<file path="src/rtl/key_scan_pkg.sv">
// Shared types and constants for the 4x4 key matrix front end.
package key_scan_pkg;

  typedef enum logic [1:0] {
    S_SCAN,
    S_DEBOUNCE,
    S_PRESS,
    S_RELEASE
  } state_t;

  localparam logic [3:0] KEY_0    = 4'h0;
  localparam logic [3:0] KEY_9    = 4'h9;
  localparam logic [3:0] KEY_A    = 4'hA;  // clear
  localparam logic [3:0] KEY_B    = 4'hB;
  localparam logic [3:0] KEY_C    = 4'hC;
  localparam logic [3:0] KEY_D    = 4'hD;
  localparam logic [3:0] KEY_STAR = 4'hE;  // backspace
  localparam logic [3:0] KEY_HASH = 4'hF;  // display enable toggle

  // Nibble the display driver renders as an unlit digit.
  localparam logic [3:0]  BLANK     = 4'hA;
  localparam logic [23:0] NUM_BLANK = {6{BLANK}};

  // Row/column index to key code.
  function automatic logic [3:0] key_map(input logic [1:0] row, input logic [1:0] col);
    logic [3:0] code;
    case ({row, col})
      4'h0: code = 4'h1;
      4'h1: code = 4'h2;
      4'h2: code = 4'h3;
      4'h3: code = KEY_A;
      4'h4: code = 4'h4;
      4'h5: code = 4'h5;
      4'h6: code = 4'h6;
      4'h7: code = KEY_B;
      4'h8: code = 4'h7;
      4'h9: code = 4'h8;
      4'hA: code = 4'h9;
      4'hB: code = KEY_C;
      4'hC: code = KEY_STAR;
      4'hD: code = KEY_0;
      4'hE: code = KEY_HASH;
      default: code = KEY_D;
    endcase
    return code;
  endfunction

endpackage

</file>
<file path="src/rtl/scan_tick_gen.sv">
// Free-running divider producing a one-cycle scan strobe every SCAN_DIV clocks.
module scan_tick_gen #(
  parameter int SCAN_DIV = 50_000
) (
  input  logic clk,
  input  logic rst,
  output logic tick
);

  localparam int DW = (SCAN_DIV > 1) ? $clog2(SCAN_DIV) : 1;
  localparam logic [DW-1:0] DIV_LAST = DW'(SCAN_DIV - 1);

  logic [DW-1:0] div_cnt;

  assign tick = (div_cnt == DIV_LAST);

  // Divider counts 0..SCAN_DIV-1 and wraps.
  always_ff @(posedge clk) begin
    if (rst) div_cnt <= '0;
    else if (tick) div_cnt <= '0;
    else div_cnt <= div_cnt + 1'b1;
  end

endmodule

</file>
<file path="src/rtl/key_scan_entry.sv">
// Key matrix scanner, debouncer and digit-entry register for the board UI.
module key_scan_entry
  import key_scan_pkg::*;
#(
  parameter int SCAN_DIV       = 50_000,
  parameter int DEBOUNCE_TICKS = 20
) (
  input  logic        clk,
  input  logic        rst,
  input  logic [3:0]  key_col,
  output logic [3:0]  key_row,
  output logic [23:0] num,
  output logic        display_en,
  output logic        key_valid,
  output logic [3:0]  key_code
);

  localparam int CW = $clog2(DEBOUNCE_TICKS) + 1;
  localparam logic [CW-1:0] CNT_LAST = CW'(DEBOUNCE_TICKS - 1);

  function automatic logic single_zero(input logic [3:0] v);
    logic [2:0] zeros;
    zeros = 3'(!v[0]) + 3'(!v[1]) + 3'(!v[2]) + 3'(!v[3]);
    return (zeros == 3'd1);
  endfunction

  // Position of the low bit in an active-low one-hot vector.
  function automatic logic [1:0] zero_idx(input logic [3:0] v);
    logic [1:0] idx;
    case (v)
      4'b1110: idx = 2'd0;
      4'b1101: idx = 2'd1;
      4'b1011: idx = 2'd2;
      default: idx = 2'd3;
    endcase
    return idx;
  endfunction

  logic          tick;
  logic [3:0]    col_p0, col_p1;
  logic [3:0]    cs;
  state_t        state, state_nxt;
  logic [3:0]    row_nxt;
  logic [3:0]    lat_col, lat_col_nxt;
  logic [CW-1:0] cnt, cnt_nxt;
  logic [CW-1:0] cnt_inc;
  logic [3:0]    code_nxt;

  scan_tick_gen #(.SCAN_DIV(SCAN_DIV)) u_tick (
    .clk  (clk),
    .rst  (rst),
    .tick (tick)
  );

  // Stage p0 -> p1: two-flop synchronizer on the asynchronous column inputs.
  always_ff @(posedge clk) begin
    if (rst) begin
      col_p0 <= 4'hF;
      col_p1 <= 4'hF;
    end else begin
      col_p0 <= key_col;
      col_p1 <= col_p0;
    end
  end

  assign cs        = col_p1;
  assign cnt_inc   = cnt + 1'b1;
  assign key_valid = (state == S_PRESS);

  // Control registers: state, row drive, latched column, debounce count, code.
  always_ff @(posedge clk) begin
    if (rst) begin
      state    <= S_SCAN;
      key_row  <= 4'b1110;
      lat_col  <= 4'hF;
      cnt      <= '0;
      key_code <= 4'h0;
    end else begin
      state    <= state_nxt;
      key_row  <= row_nxt;
      lat_col  <= lat_col_nxt;
      cnt      <= cnt_nxt;
      key_code <= code_nxt;
    end
  end

  // Next-state logic; everything but the press pulse advances only on tick.
  always_comb begin
    state_nxt   = state;
    row_nxt     = key_row;
    lat_col_nxt = lat_col;
    cnt_nxt     = cnt;
    code_nxt    = key_code;
    case (state)
      S_SCAN: begin
        if (tick) begin
          if (single_zero(cs)) begin
            lat_col_nxt = cs;
            cnt_nxt     = '0;
            state_nxt   = S_DEBOUNCE;
          end else begin
            // Idle or ghosted multi-key pattern: keep scanning.
            row_nxt = {key_row[2:0], key_row[3]};
          end
        end
      end
      S_DEBOUNCE: begin
        if (tick) begin
          if (cs == lat_col) begin
            cnt_nxt = cnt_inc;
            if (cnt_inc == CNT_LAST) begin
              state_nxt = S_PRESS;
              code_nxt  = key_map(zero_idx(key_row), zero_idx(lat_col));
            end
          end else begin
            cnt_nxt   = '0;
            state_nxt = S_SCAN;
          end
        end
      end
      S_PRESS: begin
        cnt_nxt   = '0;
        state_nxt = S_RELEASE;
      end
      S_RELEASE: begin
        if (tick) begin
          if (cs == 4'hF) begin
            cnt_nxt = cnt_inc;
            if (cnt_inc == CNT_LAST) begin
              cnt_nxt   = '0;
              state_nxt = S_SCAN;
            end
          end else begin
            cnt_nxt = '0;
          end
        end
      end
      default: begin
        state_nxt = S_SCAN;
        cnt_nxt   = '0;
      end
    endcase
  end

  // Digit register and display enable, updated once per accepted press.
  always_ff @(posedge clk) begin
    if (rst) begin
      num        <= NUM_BLANK;
      display_en <= 1'b1;
    end else if (state == S_PRESS) begin
      if (key_code <= KEY_9) begin
        num <= {num[19:0], key_code};
      end else begin
        case (key_code)
          KEY_A:    num        <= NUM_BLANK;
          KEY_STAR: num        <= {BLANK, num[23:4]};
          KEY_HASH: display_en <= ~display_en;
          default:  ;
        endcase
      end
    end
  end

endmodule

</file>
<file path="config.mk">
export PLATFORM = sky130hd
export DESIGN_NAME = key_scan_entry
export DESIGN_NICKNAME = d
export VERILOG_FILES = /design/src/rtl/key_scan_pkg.sv /design/src/rtl/scan_tick_gen.sv /design/src/rtl/key_scan_entry.sv
export SDC_FILE = /design/constraint.sdc
export NUM_CORES = 1
export LEC_CHECK = 0
export BUFFER_PORTS_ARGS = -buffer_cell sky130_fd_sc_hd__buf_2
export CELL_PAD_IN_SITES_DETAIL_PLACEMENT = 1
export CELL_PAD_IN_SITES_GLOBAL_PLACEMENT = 1
export CORE_MARGIN = 3
export CORE_UTILIZATION = 44
export CTS_CLUSTER_DIAMETER = 150
export DETAILED_ROUTE_END_ITERATION = 10
export GPL_TIMING_DRIVEN = 0
export PLACE_DENSITY_LB_ADDON = 0.12
export RECOVER_POWER = 25
export SLEW_MARGIN = 5
export SYNTH_ARGS = -nofsm -noshare
export SYNTH_HDL_FRONTEND = slang
export SYNTH_SLANG_ARGS = --single-unit
</file>
<file path="constraint.sdc">
create_clock -name clk -period 2.95 [get_ports clk]
set_clock_uncertainty 0.05 [all_clocks]
set_input_delay 0.1475 -clock clk [delete_from_list [all_inputs] [get_ports clk]]
set_output_delay 0.1475 -clock clk [all_outputs]
set_load 0.02 [all_outputs]
</file>
Word-level counts from Yosys, hierarchy flattened
Memories as Yosys holds them, arrays and structs flattened. A register that Yosys moved wholly into a read port is not among the register bits.
Index checks and enable logic that the tools add are counted.
Storage, ports and cells
  bits in registers: 65
  memories: 1
  output and inout bits: 34
  ROM bits: 64
Memories
  (name not given): words 16, width 4, read ports 1, clocked after memory_dff 1, wr ports 0, line key_scan_pkg.sv:27  | case ({row, col})
Operators by class
  equality and inequality tests: 24
  bitwise operators: 3
  reductions and logical operators: 14
  muxes and demuxes: 29
  $lt $le $gt $ge: 1
  $add $sub $neg: 5
Operators with widths (number)
  one-hot mux 24 bit (2 select lines): 1
  two-way mux 6 bit: 7
  == test 4 bit, second input constant: 10
  two-way mux 2 bit: 16
  two-way mux 24 bit: 1
  one-hot mux 6 bit (4 select lines): 1
  adder 16 x 1 -> 16 bit, second input constant: 1
  == test 16 bit, second input constant: 1
  != test 2 bit, second input constant: 6
  one-hot mux 2 bit (3 select lines): 2
  AND reduction 3 bit: 3
  one-hot mux 2 bit (4 select lines): 1
  AND reduction 4 bit: 2
  AND reduction 7 bit: 1
  adder 6 x 1 -> 6 bit, second input constant: 1
  == test 6 x 5 -> 1 bit, second input constant: 1
  == test 2 bit, second input constant: 2
  == test 4 bit: 1
  less-or-equal comparator 4 bit, second input constant: 1
  logical NOT 1 bit: 4
  adder 2 x 1 -> 3 bit: 1
  adder 3 x 1 -> 3 bit: 1
  == test 3 x 1 -> 1 bit, second input constant: 1
  != test 3 bit, second input constant: 1
  7 further kinds: 9

Logic depth before layout (Yosys ltp)
  word-level depth: 8
  mapped depth: 9

Hierarchy
Synthesis repeated with hierarchy kept, for this count alone.
Second synthesis, totals
  cells, all modules: 379
  area, all modules: 3474.6 um^2
Modules (own cells, without submodules)
  key_scan_entry: cells an instance 303, area an instance 2682.6 um^2, times used 1
  scan_tick_gen: cells an instance 76, area an instance 792.0 um^2, times used 1

Least setup slack after synthesis
OpenSTA, ideal clock, no wires.
  path type: register to register
  start point: register col_p1[0]
  end point: register cnt[0]
  slack: 0.294 ns
  data required time: 2.783 ns
  period minus slack after synthesis: 2.656 ns
  cell stages (with the launch flop): 10
  arrival time: 2.490 ns
  buffers on the path: 0
  path through: dfxtp_1 -> fa_1 -> inv_1 -> ha_1 -> ha_1 -> nor3b_1 -> nor2_1 -> o21ai_0 -> nor2_1 -> a22o_1
Between the ends
  longest elaborated chain between the ends: 7
  elaborated cells on any way between the ends: 14
Ends and longest elaborated chain
  from (decl): line key_scan_entry.sv:40  | logic [3:0] col_p0, col_p1;
  from (signal assigned): line key_scan_entry.sv:62  | col_p1 <= col_p0;
  logical NOT 1 bit: line key_scan_entry.sv:23  | zeros = 3'(!v[0]) + 3'(!v[1]) + 3'(!v[2]) + 3'(!v[3]);
  adder 1 x 1 -> 2 bit: line key_scan_entry.sv:23
  adder 2 x 1 -> 3 bit: line key_scan_entry.sv:23
  adder 3 x 1 -> 3 bit: line key_scan_entry.sv:23
  == test 3 x 1 -> 1 bit: line key_scan_entry.sv:24  | return (zeros == 3'd1);
  != test 2 bit (no line)
  AND reduction 4 bit (no line)
  to (signal assigned): line key_scan_entry.sv:82  | cnt <= cnt_nxt;
  to (decl): line key_scan_entry.sv:45  | logic [CW-1:0] cnt, cnt_nxt;
Parallel ways exist; a longest one is shown, timed or not. The select of a mux whose other input is x is not followed.
A chain may end at the register's enable or synchronous reset.

Worst setup path in the final report
Same ends and word-level chain as after synthesis.

==> results.cfg <==
[run_status]
status = completed

[routing]
ant_nets = 0
routed_wl_mm = 8.78
dr.pass1.iters = 4
vias_per_cell = 5.64
route.detailed.drc = 0
vias = 3033
routedWlPerCell_um = 16.3
drt-initial-drc-count = 96

[timing]
worst_pin_slew_ns = 0.645
drv_slew = 0
hold_viol_final = 0
setup_viol = 0
fin_crit_sh_pct = 92.3
relSlewSlack_pct = 57.0
rsz0062_at_grt = no
fmax_mhz = 367
setup_total_negative_slack_ns = 0
min_period_ns = 2.72

[logic_synthesis]
syn_nets = 397
avgSynthCellArea_sq_um = 8.83
synth_area_sq_mm = 0.00337
synthFlopType = dfxtp_1
ys_seq_elements = 69
synth-edff-count = 0
synthArstFlopShare_pct = 0
synth.distinct_cells = 56
seq_area_frac_synth_pct = 40.9
ys_warn_count = 0
syn-instance-count = 382

[power_and_ir_drop]
clkPwrFrac_pct = 42.1
pwr-share-comb_pct = 3.5
power_uw = 1740
vdd_drop_max_uv = 255
leakage_uw = 0.00151
power.switching_uw = 396
p_int_uw = 1350
power_density_mw_per_mm2 = 447
p_seq_share_pct = 54.3
switching_share_pct = 22.7

[cts]
cts_root_buf = clkbuf_8
cts_max_level = 3
cts_tree = done
cts_buffer_depth = 2
worstSkewPairLatency_ns = 0.34
clock-sinks = 69
cts_buffers = 9
clk_pin_slew_worst_paths_ns = 0.07

[global_routing]
grt-ovfl-total = 0
grt_max_degree = 12
grt_pass1_vias = 3021
grt_pass1_wl_mm = 14.8
grt_usage_pct = 21.3
antenna_found_initial = 0

[layout]
nFillCells = 891
drive_above_1_share_pct = 13.2
stdcell_area_sq_mm = 0.00390
finish.utilization_pct = 53.2
regArea_sq_mm = 0.00138
area_growth_pct = 15.6
multi_input_area_sq_mm = 0.00185
fin_nets = 450
antennaDiodeCount = 0

[placement]
place_area_sq_mm = 0.00369
dp_hpwl_mm = 6.28
port_buffers = 38
gp_congestion = 0.808

[setup_path]
critPathLaunchType = flop
required_ns = 3.13
critPathKind = reg2reg
cp.arrival_ns = 2.90
crit_path_end_kind = flop
critPathMaxFanout = 4

[floorplanning]
die_h_um = 93.6
start_util_pct = 46.0
core-area_sq_mm = 0.00733
fp-row-count = 31
die_x_um = 93.6
boundaryPins = 40
dieArea_sq_mm = 0.00875

[flow_run]
cap_violations = 0

[worst_hold_path]
hold_class = in2reg
-- synthesized netlist by cell type (2+ instances only) --
| cell | count | share of area (%) |
|---|---|---|
| a211o_1 | 17 | 4.4 |
| nand4b_1 | 3 | 0.78 |
| o31ai_1 | 3 | 0.67 |
| o21a_1 | 3 | 0.67 |
| a221oi_1 | 9 | 2.3 |
| buf_2 | 5 | 0.74 |
| clkbuf_1 | 18 | 2.0 |
| xor2_1 | 12 | 3.1 |
| a311oi_1 | 2 | 0.52 |
| a31oi_1 | 4 | 0.74 |
| and4_1 | 4 | 1.0 |
| a21oi_1 | 8 | 1.2 |
| nand2b_1 | 7 | 1.3 |
| o2111ai_1 | 2 | 0.52 |
| nor3_1 | 15 | 2.2 |
| nor2b_1 | 5 | 0.93 |
| and2_1 | 6 | 1.1 |
| ha_1 | 8 | 3.0 |
| dfxtp_1 | 69 | 41 |
| and3_1 | 7 | 1.3 |
| nor4_4 | 2 | 1.3 |
| o211ai_1 | 2 | 0.44 |
| and4b_1 | 2 | 0.59 |
| nand2_1 | 16 | 1.8 |
| or2_2 | 8 | 1.5 |
| o22ai_1 | 12 | 2.2 |
| xnor2_1 | 11 | 2.9 |
| o21ai_0 | 4 | 0.59 |
| nand4_1 | 9 | 1.7 |
| a32oi_1 | 2 | 0.52 |
| nor2_1 | 55 | 6.1 |
| inv_1 | 14 | 1.6 |
| nand3_1 | 15 | 2.2 |
-- kinds of logic after synthesis --
family | count (synthesis) | share of synthesized area [%]
buf+inv | 39 | 4.56
mux | 1 | 0.297
flops | 69 | 40.9
xor+xnor | 23 | 5.97
fa+ha+maj | 9 | 3.56
compound gates | 82 | 19.1
simple gates | 159 | 25.6
-- sequential cells by signal, indices dropped and copies added, names as in the netlist, named ones only --
register        cells
col_p1              4
lat_col             4
col_p0              4
state               1
key_row             4
key_code            4
display_en          1
cnt                 6
num                24
u_tick.div_cnt     16
-- power by group through the flow --
stage | sequential [uW] | clock [uW] | combinational, uW
6_report | 946 | 734 | 61.6
3_5_place_dp | 968 | 0 | 54.3
2_1_floorplan | 965 | 0 | 37.1
4_1_cts | 946 | 749 | 59.1
3_3_place_gp | 967 | 0 | 51.7
5_1_grt | 947 | 796 | 69.8
-- per-stage QoR --
stage	setup WS [ns]	instances	hold WS, ns
2_1_floorplan	0.294	382	0.201
3_3_place_gp	-0.127	519	0.280
3_5_place_dp	-0.191	519	0.283
4_1_cts	0.130	538	0.310
5_1_grt	0.0644	538	0.364
6_report	0.227	538	0.319
-- timing repair --
action	CTS	global route
endpoints found under the setup margin	6	1
gates resized for setup	2	1
hold buffers	4	0
pin swaps	0	0
endpoints found under the hold margin	4	0
setup buffers	0	0
cloned	0	0
-- layout by cell type (no fill, tap or decap), types with 11 or more instances in the layout --
cell	count
nand2_1	16
o22ai_1	12
nand3_1	15
inv_1	14
nor3_1	15
a211o_1	17
nor2_1	55
xnor2_1	11
clkbuf_1	35
xor2_1	12
buf_2	27
dfxtp_1	69
-- area by class of cell --
cell class,count,share of cell area (%)
buffer,25,2.60
clock buffer,10,3.27
clock inverter,5,1.35
inverter,14,1.35
multi-input combinational,274,47.4
sequential,69,35.4
tap,99,3.18
timing repair buffer,42,5.39
-- layer usage --
metal  track usage, %  part of all wire [%]
met4             6.50                   1.1
met5                0                     0
met3             4.26                   2.8
met2             35.0                    48
met1             28.3                    49
-- worst paths after layout --
| check | depth (start not counted) | slack, ns | startpoint | to |
|---|---|---|---|---|
| min | 2 | 0.32 | rst | state[0] |
| max reg2reg | 9 | 0.23 | col_p1[0] | cnt[0] |
| max | 9 | 0.23 | col_p1[0] | cnt[0] |
| min reg2reg | 1 | 0.36 | col_p0[3] | col_p1[3] |
-- critical path: stages, from the launching register on --
cell and delay [ns]:
dfxtp_1 0.37, fa_1 0.55, inv_1 0.04, ha_1 0.18
ha_1 0.31, nor3b_4 0.31, nor2_1 0.11, o21ai_1 0.31
nor2_1 0.13, a22o_1 0.26
No activity file was read; power rests on OpenSTA's default activity.
